## src/rtl/cart_to_polar.sv

```systemverilog
// cart_to_polar
// Converts one frame of complex FFT bins (Q1.15 real/imag) into magnitude and
// phase using an iterative vectoring CORDIC, writing results into a ping-pong
// pair of magnitude/phase buffers. Each finished frame is handed off with a
// one-cycle go_out pulse, and cur_window names the pair holding it.
//
// Ports:
//   clk, reset               system clock, asynchronous active-high reset
//   go_in                    start-of-frame strobe, honoured only while idle
//   fft_real_data/imag_data  Q1.15 bin data, one-cycle synchronous read latency
//   fft_raddr                bin read address for both FFT ports
//   mag_wrdata               unsigned magnitude, LSB = 2^-15
//   phase_wrdata             signed Q8.8 radians, clamped to +/-804
//   wraddr                   bin write address shared by all four buffers
//   mag/phase_buf_0/1_wren   write enables for buffer pair 0 / pair 1
//   busy                     high while a frame is in progress
//   cur_window               pair holding the most recent complete frame
//   go_out                   one-cycle frame-complete pulse
module cart_to_polar #(
  parameter int N_BINS = 1024,
  parameter int ITER   = 12
) (
  input  logic        clk,
  input  logic        reset,
  input  logic        go_in,
  input  logic [15:0] fft_real_data,
  input  logic [15:0] fft_imag_data,
  output logic [11:0] fft_raddr,
  output logic [15:0] mag_wrdata,
  output logic [15:0] phase_wrdata,
  output logic [11:0] wraddr,
  output logic        mag_buf_0_wren,
  output logic        phase_buf_0_wren,
  output logic        mag_buf_1_wren,
  output logic        phase_buf_1_wren,
  output logic        busy,
  output logic        cur_window,
  output logic        go_out
);

  typedef enum logic [2:0] {
    S_IDLE, S_READ, S_LOAD, S_ITER, S_SCALE, S_WRITE, S_DONE
  } state_t;

  localparam logic [11:0]        LAST_ADDR = 12'(N_BINS - 1);
  localparam logic [3:0]         LAST_ITER = 4'(ITER - 1);
  localparam logic signed [17:0] PI_Q412   = 18'sd12868;
  // 1/CORDIC gain (0.60725) in Q0.16
  localparam logic signed [35:0] INV_GAIN  = 36'sd39797;
  localparam logic [17:0]        PHASE_MAX = 18'd804;

  state_t state, state_next;

  logic signed [17:0] x, y, z;
  logic [3:0]         iter_cnt;
  logic               zero_in;
  logic               wr_buf;

  logic signed [17:0] re_ext, im_ext, x_shr, y_shr, atan_k;
  logic signed [35:0] mag_prod, mag_round;
  logic [15:0]        mag_sat;
  logic [17:0]        z_abs, ph_abs;
  logic [15:0]        ph_lim, phase_val;
  logic               last_bin;

  // atan(2^-k) in Q4.12
  function automatic logic signed [17:0] atan_lut(input logic [3:0] k);
    case (k)
      4'd0:    atan_lut = 18'sd3217;
      4'd1:    atan_lut = 18'sd1899;
      4'd2:    atan_lut = 18'sd1003;
      4'd3:    atan_lut = 18'sd509;
      4'd4:    atan_lut = 18'sd256;
      4'd5:    atan_lut = 18'sd128;
      4'd6:    atan_lut = 18'sd64;
      4'd7:    atan_lut = 18'sd32;
      4'd8:    atan_lut = 18'sd16;
      4'd9:    atan_lut = 18'sd8;
      4'd10:   atan_lut = 18'sd4;
      4'd11:   atan_lut = 18'sd2;
      4'd12:   atan_lut = 18'sd1;
      default: atan_lut = 18'sd0;
    endcase
  endfunction

  always_ff @(posedge clk or posedge reset) begin
    if (reset) state <= S_IDLE;
    else       state <= state_next;
  end

  always_comb begin
    state_next = state;
    case (state)
      S_IDLE:  if (go_in) state_next = S_READ;
      S_READ:  state_next = S_LOAD;
      S_LOAD:  state_next = S_ITER;
      S_ITER:  if (iter_cnt == LAST_ITER) state_next = S_SCALE;
      S_SCALE: state_next = S_WRITE;
      S_WRITE: state_next = last_bin ? S_DONE : S_READ;
      S_DONE:  state_next = S_IDLE;
      default: state_next = S_IDLE;
    endcase
  end

  always_comb begin
    busy   = (state != S_IDLE);
    go_out = (state == S_DONE);
  end

  // Shared arithmetic: micro-rotation operands and the SCALE-stage conversion
  // of the converged x/z into the output formats.
  always_comb begin
    re_ext   = {{2{fft_real_data[15]}}, fft_real_data};
    im_ext   = {{2{fft_imag_data[15]}}, fft_imag_data};
    x_shr    = x >>> iter_cnt;
    y_shr    = y >>> iter_cnt;
    atan_k   = atan_lut(iter_cnt);
    last_bin = (fft_raddr == LAST_ADDR);

    mag_prod  = $signed({{18{x[17]}}, x}) * INV_GAIN;
    mag_round = (mag_prod + 36'sd32768) >>> 16;
    if (mag_prod < 0)                  mag_sat = 16'd0;
    else if (mag_round > 36'sd65535)   mag_sat = 16'hFFFF;
    else                               mag_sat = mag_round[15:0];

    // Round the Q4.12 angle to Q8.8 on its magnitude so that halves move
    // away from zero, then restore the sign.
    z_abs     = z[17] ? -z : z;
    ph_abs    = (z_abs + 18'd8) >> 4;
    ph_lim    = (ph_abs > PHASE_MAX) ? 16'd804 : ph_abs[15:0];
    phase_val = z[17] ? (16'd0 - ph_lim) : ph_lim;
  end

  always_ff @(posedge clk or posedge reset) begin
    if (reset) begin
      x                <= '0;
      y                <= '0;
      z                <= '0;
      iter_cnt         <= '0;
      zero_in          <= 1'b0;
      wr_buf           <= 1'b0;
      cur_window       <= 1'b0;
      fft_raddr        <= '0;
      wraddr           <= '0;
      mag_wrdata       <= '0;
      phase_wrdata     <= '0;
      mag_buf_0_wren   <= 1'b0;
      phase_buf_0_wren <= 1'b0;
      mag_buf_1_wren   <= 1'b0;
      phase_buf_1_wren <= 1'b0;
    end else begin
      case (state)
        S_IDLE: fft_raddr <= '0;
        S_LOAD: begin
          iter_cnt <= '0;
          zero_in  <= (fft_real_data == 16'd0) && (fft_imag_data == 16'd0);
          // Left half-plane: rotate by pi so the CORDIC starts with x >= 0.
          if (!re_ext[17]) begin
            x <= re_ext;
            y <= im_ext;
            z <= '0;
          end else begin
            x <= -re_ext;
            y <= -im_ext;
            z <= im_ext[17] ? -PI_Q412 : PI_Q412;
          end
        end
        S_ITER: begin
          if (!y[17]) begin
            x <= x + y_shr;
            y <= y - x_shr;
            z <= z + atan_k;
          end else begin
            x <= x - y_shr;
            y <= y + x_shr;
            z <= z - atan_k;
          end
          iter_cnt <= iter_cnt + 4'd1;
        end
        S_SCALE: begin
          mag_wrdata       <= zero_in ? 16'd0 : mag_sat;
          phase_wrdata     <= zero_in ? 16'd0 : phase_val;
          wraddr           <= fft_raddr;
          mag_buf_0_wren   <= ~wr_buf;
          phase_buf_0_wren <= ~wr_buf;
          mag_buf_1_wren   <= wr_buf;
          phase_buf_1_wren <= wr_buf;
        end
        S_WRITE: begin
          mag_buf_0_wren   <= 1'b0;
          phase_buf_0_wren <= 1'b0;
          mag_buf_1_wren   <= 1'b0;
          phase_buf_1_wren <= 1'b0;
          if (!last_bin) fft_raddr <= fft_raddr + 12'd1;
        end
        S_DONE: begin
          cur_window <= wr_buf;
          wr_buf     <= ~wr_buf;
          fft_raddr  <= '0;
        end
        default: ;
      endcase
    end
  end

endmodule
```

## config.mk

```make
export PLATFORM = sky130hd
export DESIGN_NAME = cart_to_polar
export DESIGN_NICKNAME = d
export VERILOG_FILES = /design/src/rtl/cart_to_polar.sv
export SDC_FILE = /design/constraint.sdc
export NUM_CORES = 1
export LEC_CHECK = 0
export CAP_MARGIN = 20
export CORE_ASPECT_RATIO = 0.7
export CORE_MARGIN = 4
export CORE_UTILIZATION = 37
export CTS_CLUSTER_DIAMETER = 120
export DETAILED_ROUTE_END_ITERATION = 10
export GPL_ROUTABILITY_DRIVEN = 1
export GPL_TIMING_DRIVEN = 0
export HOLD_SLACK_MARGIN = 0.05
export PLACE_DENSITY = 0.66
export SYNTH_ARGS = -nofsm -noshare
export SYNTH_HDL_FRONTEND = slang
export SYNTH_SLANG_ARGS = --single-unit
```

## constraint.sdc

```tcl
create_clock -name clk -period 14.75 [get_ports clk]
set_input_delay 3.6875 -clock clk [delete_from_list [all_inputs] [get_ports clk]]
set_output_delay 3.6875 -clock clk [all_outputs]
set_load 0.05 [all_outputs]
```

; ---- After elaboration in Yosys (flattened, before gate mapping)
; Memory sizes are Yosys's and may differ from the RTL's.
; Cells that the tools add are included.
[classes]
addsub = 14
bitwise_logic = 1
reduce_logical = 11
shift = 2
n_mux = 26
order_cmp = 3
n_eq_ne = 11
n_mul = 1
[ops]
columns = operator, count
row1 = two-way mux 18 bit, 8
row2 = one-hot mux 18 bit (2 select lines), 3
row3 = two-way mux 16 bit, 5
row4 = adder 18 bit, 3
row5 = subtractor 18 bit, 3
row6 = "adder 35 x 17 -> 36 bit, second input constant", 1
row7 = negation 16 -> 18 bit, 2
row8 = >>> shifter 18 x 4 -> 18 bit, 2
row9 = "< comparator 35 x 1 -> 1 bit, second input constant", 1
row10 = "multiplier 18 x 17 -> 35 bit, second input constant", 1
row11 = zero test 16 bit, 2
row12 = one-hot mux 12 bit (2 select lines), 1
row13 = "> comparator 20 x 17 -> 1 bit, second input constant", 1
row14 = "adder 18 x 4 -> 18 bit, second input constant", 1
row15 = negation 18 bit, 1
row16 = one-hot mux 3 bit (6 select lines), 1
row17 = "subtractor 1 x 14 -> 15 bit, first input constant", 1
row18 = "> comparator 14 x 10 -> 1 bit, second input constant", 1
row19 = two-way mux 14 bit, 1
row20 = "adder 12 x 1 -> 12 bit, second input constant", 1
row21 = "equality test 12 x 10 -> 1 bit, second input constant", 1
row22 = two-way mux 12 bit, 1
row23 = "equality test 3 bit, second input constant", 3
row24 = two-way mux 3 bit, 3
row25 = 14 further kinds, 21
[word_totals]
out_inout_bits = 63
mem_bits_ro = 192
mem_count = 1
elab_cells = 84
reg_bits = 122
inputBits = 35
[mem_list]
columns = memory, words, word_bits, read_ports, rd_clocked_by_memory_dff, write_ports, line
row1 = (no name shown), 16, 12, 1, 0, 0, 68  ; case (k)

; ---- Longest topological paths before layout
[logic_depth]
ltp_word = 8
mapped_depth = 29
depth_no_buf = 27

; ---- Least setup slack after synthesis
; OpenSTA, ideal clock, no wires.
[synth_timing]
kind = reg-to-reg
start = register x[9]
end = register mag_wrdata[13]
setup_ns = 0.133
slack_ns = 8.004
t_required_ns = 14.617
arrival_ns = 6.614
path_buffers = 1
path_stages_with_launch = 26
synth_period_minus_slack_ns = 6.746
path_cell_list = dfrtp_1 -> ha_1 -> inv_1 -> fa_1 -> fa_1 -> inv_1 -> fa_1 -> fa_1 -> inv_1 -> fa_1 -> inv_1 -> ha_1 -> and3_1 -> o211a_4 -> o211a_1 -> nor4b_2 -> ha_1 -> inv_1 -> a311oi_1 -> nand4_1 -> or4_1 -> clkbuf_1 -> or3_1 -> a21oi_1 -> xor2_1 -> o211ai_1
[synth_via]
elab_chain_cells = 6
word_cells_on_any_way = 7
classes_between = add/sub: 1 / mul: 1 / order compare: 2 / mux: 3
[synth_lines]
columns = element, line
row1 = "start, declared", 54  ; logic signed [17:0] x, y, z;
row2 = "start signal, assigned", 159  ; x <= re_ext;
row3 = "start signal, assigned", 163  ; x <= -re_ext;
row4 = "start signal, assigned", 170  ; x <= x + y_shr;
row5 = multiplier 18 x 17 -> 35 bit (*), 120  ; mag_prod = $signed({{18{x[17]}}, x}) * INV_GAIN;
row6 = adder 35 x 17 -> 36 bit, 121  ; mag_round = (mag_prod + 36'sd32768) >>> 16;
row7 = > comparator 20 x 17 -> 1 bit, 123  ; else if (mag_round > 36'sd65535) mag_sat = 16'hFFFF;
row8 = two-way mux 16 bit, 123
row9 = two-way mux 16 bit (*), 122  ; if (mag_prod < 0) mag_sat = 16'd0;
row10 = two-way mux 16 bit (*), 181  ; mag_wrdata <= zero_in ? 16'd0 : mag_sat;
row11 = "end signal, assigned", 181
row12 = "end, declared", 29  ; output logic [15:0] mag_wrdata,
; Every way passes the cells marked *; elsewhere a longest branch is shown, timed or not.
; A chain may end at the register's enable or synchronous reset.

; ---- Final worst setup path
[layout_timing]
start = register x[9]
end = register mag_wrdata[1]
; The elaborated chain is that of the path after synthesis.

==> metrics list <==
- Result of the run: complete, no violations
- The clock net in this run drives a total of 121 sinks.
- Final min period: 8.14 ns
- Required time of the worst setup path: 15.13 ns
- Worst Hold Depth: 2
- In the routed design, unresolved DRC markers number 0.
- H-Tree Level Count: 4
- Initial core utilization: 37.8%
* Initial antenna violation count: 0
- Main area contributors after synthesis: sky130_fd_sc_hd__dfrtp_1 17%, sky130_fd_sc_hd__fa_1 15%, sky130_fd_sc_hd__ha_1 14%, sky130_fd_sc_hd__inv_1 5.4%, sky130_fd_sc_hd__xnor2_1 4.4%
- After routing the design area is 0.0207 sq mm.
* Sequential area share after synthesis: 16.6%
- Among cell families on the critical path, the largest total delay comes from adder cells.
* Post-layout util: 42.8%
* Final period util: 55.2%
* Top cell types by occurrence after synthesis: 263 x sky130_fd_sc_hd__inv_1, 207 x sky130_fd_sc_hd__ha_1, 170 x sky130_fd_sc_hd__nand2_1
* Critical path class: flop to flop
- FP Rows: 67
- Via count of the routed design: 16100
- Die area: 0.0530 sq mm
- The number of global-route vias before repair came to 15700.
- Number of search-and-repair iterations in the first detailed-routing pass: 6
- Share of Yosys cell area claimed by the top area cell type: 16.6%
- Clock tree synthesis inserted a total of 17 buffers.
- WP buf/inv: 5
- Largest fanout of any net on the critical path: 12
- Number of distinct library cells after synthesis: 88
- Clock-pin slew was measured on the worst setup and hold paths at 0.07 ns.
* Insertion delay to the later sink of the worst-skew pair: 0.46 ns
- Clock tree skew after final layout: 0.0175 ns
- Die height: 194 um
- Syn. warnings: 0
- Capture point of the worst reg-to-reg path: mag_wrdata[1]
- Worst path most repeated cell: sky130_fd_sc_hd__fa_1
- Remaining number of nets flagged by the antenna check after routing: 0
* Largest area contributor in the netlist: sky130_fd_sc_hd__dfrtp_1
* Placed inst area: 0.0201 sq mm
- Post-synth design cell area: 0.0183 sq mm
* Post-synth EDFFs: 0
* Endpoints failing setup: 0
- Final Wtd Congestion: 1.03
- From synthesis to final layout, the design area changed by 13.3%.
* Post-route setup TNS: 0 ns
- Master of the slowest instance on the critical path: sky130_fd_sc_hd__dfrtp_1
- The number of endpoints with negative hold slack in the final report is 0.
- Vias per std cell: 5.63
* TritonCTS clock tree: yes
* # port buffers: 96
* FF-to-FF path depth: 22
* Syn_nets: 2461
* Minimum setup slack among reg-to-reg paths: 6.61 ns
- After clock tree synthesis, the flow added hold-fix buffers numbering 0.
- For this run, the post-layout net count is 2577.
* Wire per inst: 20.2 um
- Kind of capture point of the worst setup path: flop
* Share of cells above drive strength 1: 6.29%
- After the first detailed-routing iteration, the DRC count stood at 1531.
- The most common cell in the synthesized netlist is sky130_fd_sc_hd__inv_1.
- 0 antenna diodes ended up in the layout.
- Clk root buf: sky130_fd_sc_hd__clkbuf_16
- Cell count after synthesis: 2081
* Maximum number of pins on one net before global-route repair: 92
- Summed over all layers, the routed wires come to 58.0 mm.
- For this run, asynchronously set or reset flops after synthesis account for 100%.
- Setup repair after global routing missed its margin: no
- For this run, the total global-route usage over all layers was measured as 21.8%.
- Timing would allow up to 123 MHz.
* Setup repair bufs after CTS: 0
- Maximum root-to-sink buffer count: 2
- The core region is 0.0483 sq mm.
* Cts repair resizes: 0
- Avg Synthesized Cell Area: 8.77 sq um
- Die width: 274 um
* Maximum single-stage delay on the critical path: 0.81 ns
- Kind of launch point of the worst setup path: flop
* Worst-margin pin slew: 1.16 ns
- Synth Register Bits: 121
- Series of cell instances along the critical path: ha_1 > inv_1 > fa_1 > fa_1 > inv_1 > fa_1 > fa_1 > inv_1 > fa_1 > inv_1 > ha_1 > and3_1 > and2_1 > nand4_1 > a31oi_1 > o2111ai_1 > a31oi_1 > xnor2_1 > nor3_1 > clkbuf_1 > a22oi_1 > nand2_1
- For this run the aggregate overflow at the end of global routing stands at 0.
* Hold path endpoint: phase_wrdata[7]
- The worst hold path begins at phase_wrdata[7].
- Worst hold-check path type: flop to flop
* Final number of max-transition violations: 0
- Reg-to-Reg Start: x[9]
* First-pass GRT wire length: 91.0 mm
* Top FF cell, synth: sky130_fd_sc_hd__dfrtp_1
- Number of top-level design ports: 98
- Measured against its own limit, the worst slew margin works out to 22.6%.
- Detailed placement ended at an HPWL of 46.1 mm.
- Worst endpoint data arrival time: 8.52 ns
- The tool flagged a number of max-cap violations equal to 0.
-- per-layer routing --
layer	global-route usage [%]	routed length, um	vias up
met5	0	0	-
li1	-	-	7460
met4	4.48	957	0
met2	30.9	23700	699
met1	32.3	27200	7906
met3	7.15	6080	51
-- layout by cell type, fill, tap and decap left out, types with 8 or more instances in the layout --
| cell | synthesis | layout |
|---|---|---|
| sky130_fd_sc_hd__a211oi_1 | 10 | 10 |
| sky130_fd_sc_hd__a21o_1 | 27 | 27 |
| sky130_fd_sc_hd__a21oi_1 | 119 | 119 |
| sky130_fd_sc_hd__a22oi_1 | 21 | 21 |
| sky130_fd_sc_hd__a31oi_1 | 34 | 34 |
| sky130_fd_sc_hd__and2_1 | 17 | 17 |
| sky130_fd_sc_hd__and3_1 | 13 | 13 |
| sky130_fd_sc_hd__buf_1 | 10 | 10 |
| sky130_fd_sc_hd__buf_2 | 9 | 9 |
| sky130_fd_sc_hd__clkbuf_1 | 58 | 58 |
| sky130_fd_sc_hd__clkbuf_16 | 0 | 17 |
| sky130_fd_sc_hd__clkdlybuf4s50_1 | 0 | 96 |
| sky130_fd_sc_hd__dfrtp_1 | 121 | 121 |
| sky130_fd_sc_hd__fa_1 | 138 | 138 |
| sky130_fd_sc_hd__ha_1 | 207 | 207 |
| sky130_fd_sc_hd__inv_1 | 263 | 262 |
| sky130_fd_sc_hd__mux2_2 | 30 | 30 |
| sky130_fd_sc_hd__mux2i_1 | 26 | 26 |
| sky130_fd_sc_hd__mux4_1 | 13 | 13 |
| sky130_fd_sc_hd__mux4_2 | 14 | 14 |
| sky130_fd_sc_hd__nand2_1 | 170 | 170 |
| sky130_fd_sc_hd__nand2b_1 | 28 | 28 |
| sky130_fd_sc_hd__nand3_1 | 36 | 36 |
| sky130_fd_sc_hd__nand4_1 | 19 | 19 |
| sky130_fd_sc_hd__nor2_1 | 137 | 137 |
| sky130_fd_sc_hd__nor2b_1 | 13 | 13 |
| sky130_fd_sc_hd__nor3_1 | 28 | 28 |
| sky130_fd_sc_hd__nor4_1 | 9 | 9 |
| sky130_fd_sc_hd__o211ai_1 | 26 | 26 |
| sky130_fd_sc_hd__o21a_1 | 15 | 15 |
| sky130_fd_sc_hd__o21ai_0 | 108 | 108 |
| sky130_fd_sc_hd__o21bai_1 | 10 | 10 |
| sky130_fd_sc_hd__o31ai_1 | 19 | 19 |
| sky130_fd_sc_hd__o41ai_1 | 8 | 8 |
| sky130_fd_sc_hd__or2_2 | 11 | 11 |
| sky130_fd_sc_hd__or3_1 | 11 | 11 |
| sky130_fd_sc_hd__or4_1 | 9 | 9 |
| sky130_fd_sc_hd__xnor2_1 | 92 | 92 |
| sky130_fd_sc_hd__xor2_1 | 75 | 75 |
-- registers in the layout, summed over array words and instances, names as in the netlist --
register	cells
phase_wrdata	15
x	18
mag_wrdata	16
iter_cnt	4
state	3
zero_in	1
wraddr	12
wr_buf	1
phase_buf_1_wren	1
cur_window	1
z	18
y	18
fft_raddr	12
phase_buf_0_wren	1
-- metrics by stage --
stage / setup WS (ns) / cells / hold slack (ns)
after floorplan: 7.85 / 2081 / 0.473
after global placement: 5.75 / 2832 / 0.460
after detailed placement: 6.76 / 2833 / 0.455
after CTS: 6.72 / 2865 / 0.481
after global routing: 6.26 / 2865 / 0.508
final: 6.61 / 2865 / 0.479
-- worst max path at each step --
stage          cells past startpoint   from  slack, ns       endpoint
6_report                          22   x[9]       6.61  mag_wrdata[1]
5_1_grt                           23   x[9]       6.26  mag_wrdata[5]
2_1_floorplan                      1  reset       7.85     cur_window
3_3_place_gp                       2  reset       5.75          x[10]
4_1_cts                           22   x[9]       6.72  mag_wrdata[1]
3_5_place_dp                      22   x[9]       6.76  mag_wrdata[1]
-- cell families after synthesis --
family / count (synthesis) / share of synthesized area, %
flip-flops: 121 / 16.6
AO/OA/AOI/OAI: 468 / 16.5
XOR/XNOR: 167 / 8.01
AND/OR/NAND/NOR: 540 / 14.7
adder cells (fa/ha/maj): 346 / 29.4
multiplexers: 85 / 7.08
buffers and inverters: 354 / 7.76
-- area by class of cell --
cell class / instances / area, sq um
plain buffers: 88 / 419
clock buffers: 19 / 453
clock inverters: 13 / 158
fillers: 4704 / 27600
inverters: 266 / 1000
multi-input cells: 1606 / 13800
flip-flops and latches: 121 / 3030
well taps: 655 / 820
repair buffers: 97 / 988
-- worst min-delay path: stages, from the launching register on --
cell and delay [ns]:
sky130_fd_sc_hd__dfrtp_1 0.35, sky130_fd_sc_hd__nand2_1 0.05, sky130_fd_sc_hd__nand2_1 0.05
Power is left out: the tool's default activity adds up to more than one toggle a clock period on the data nets, which glitch-free logic cannot reach.
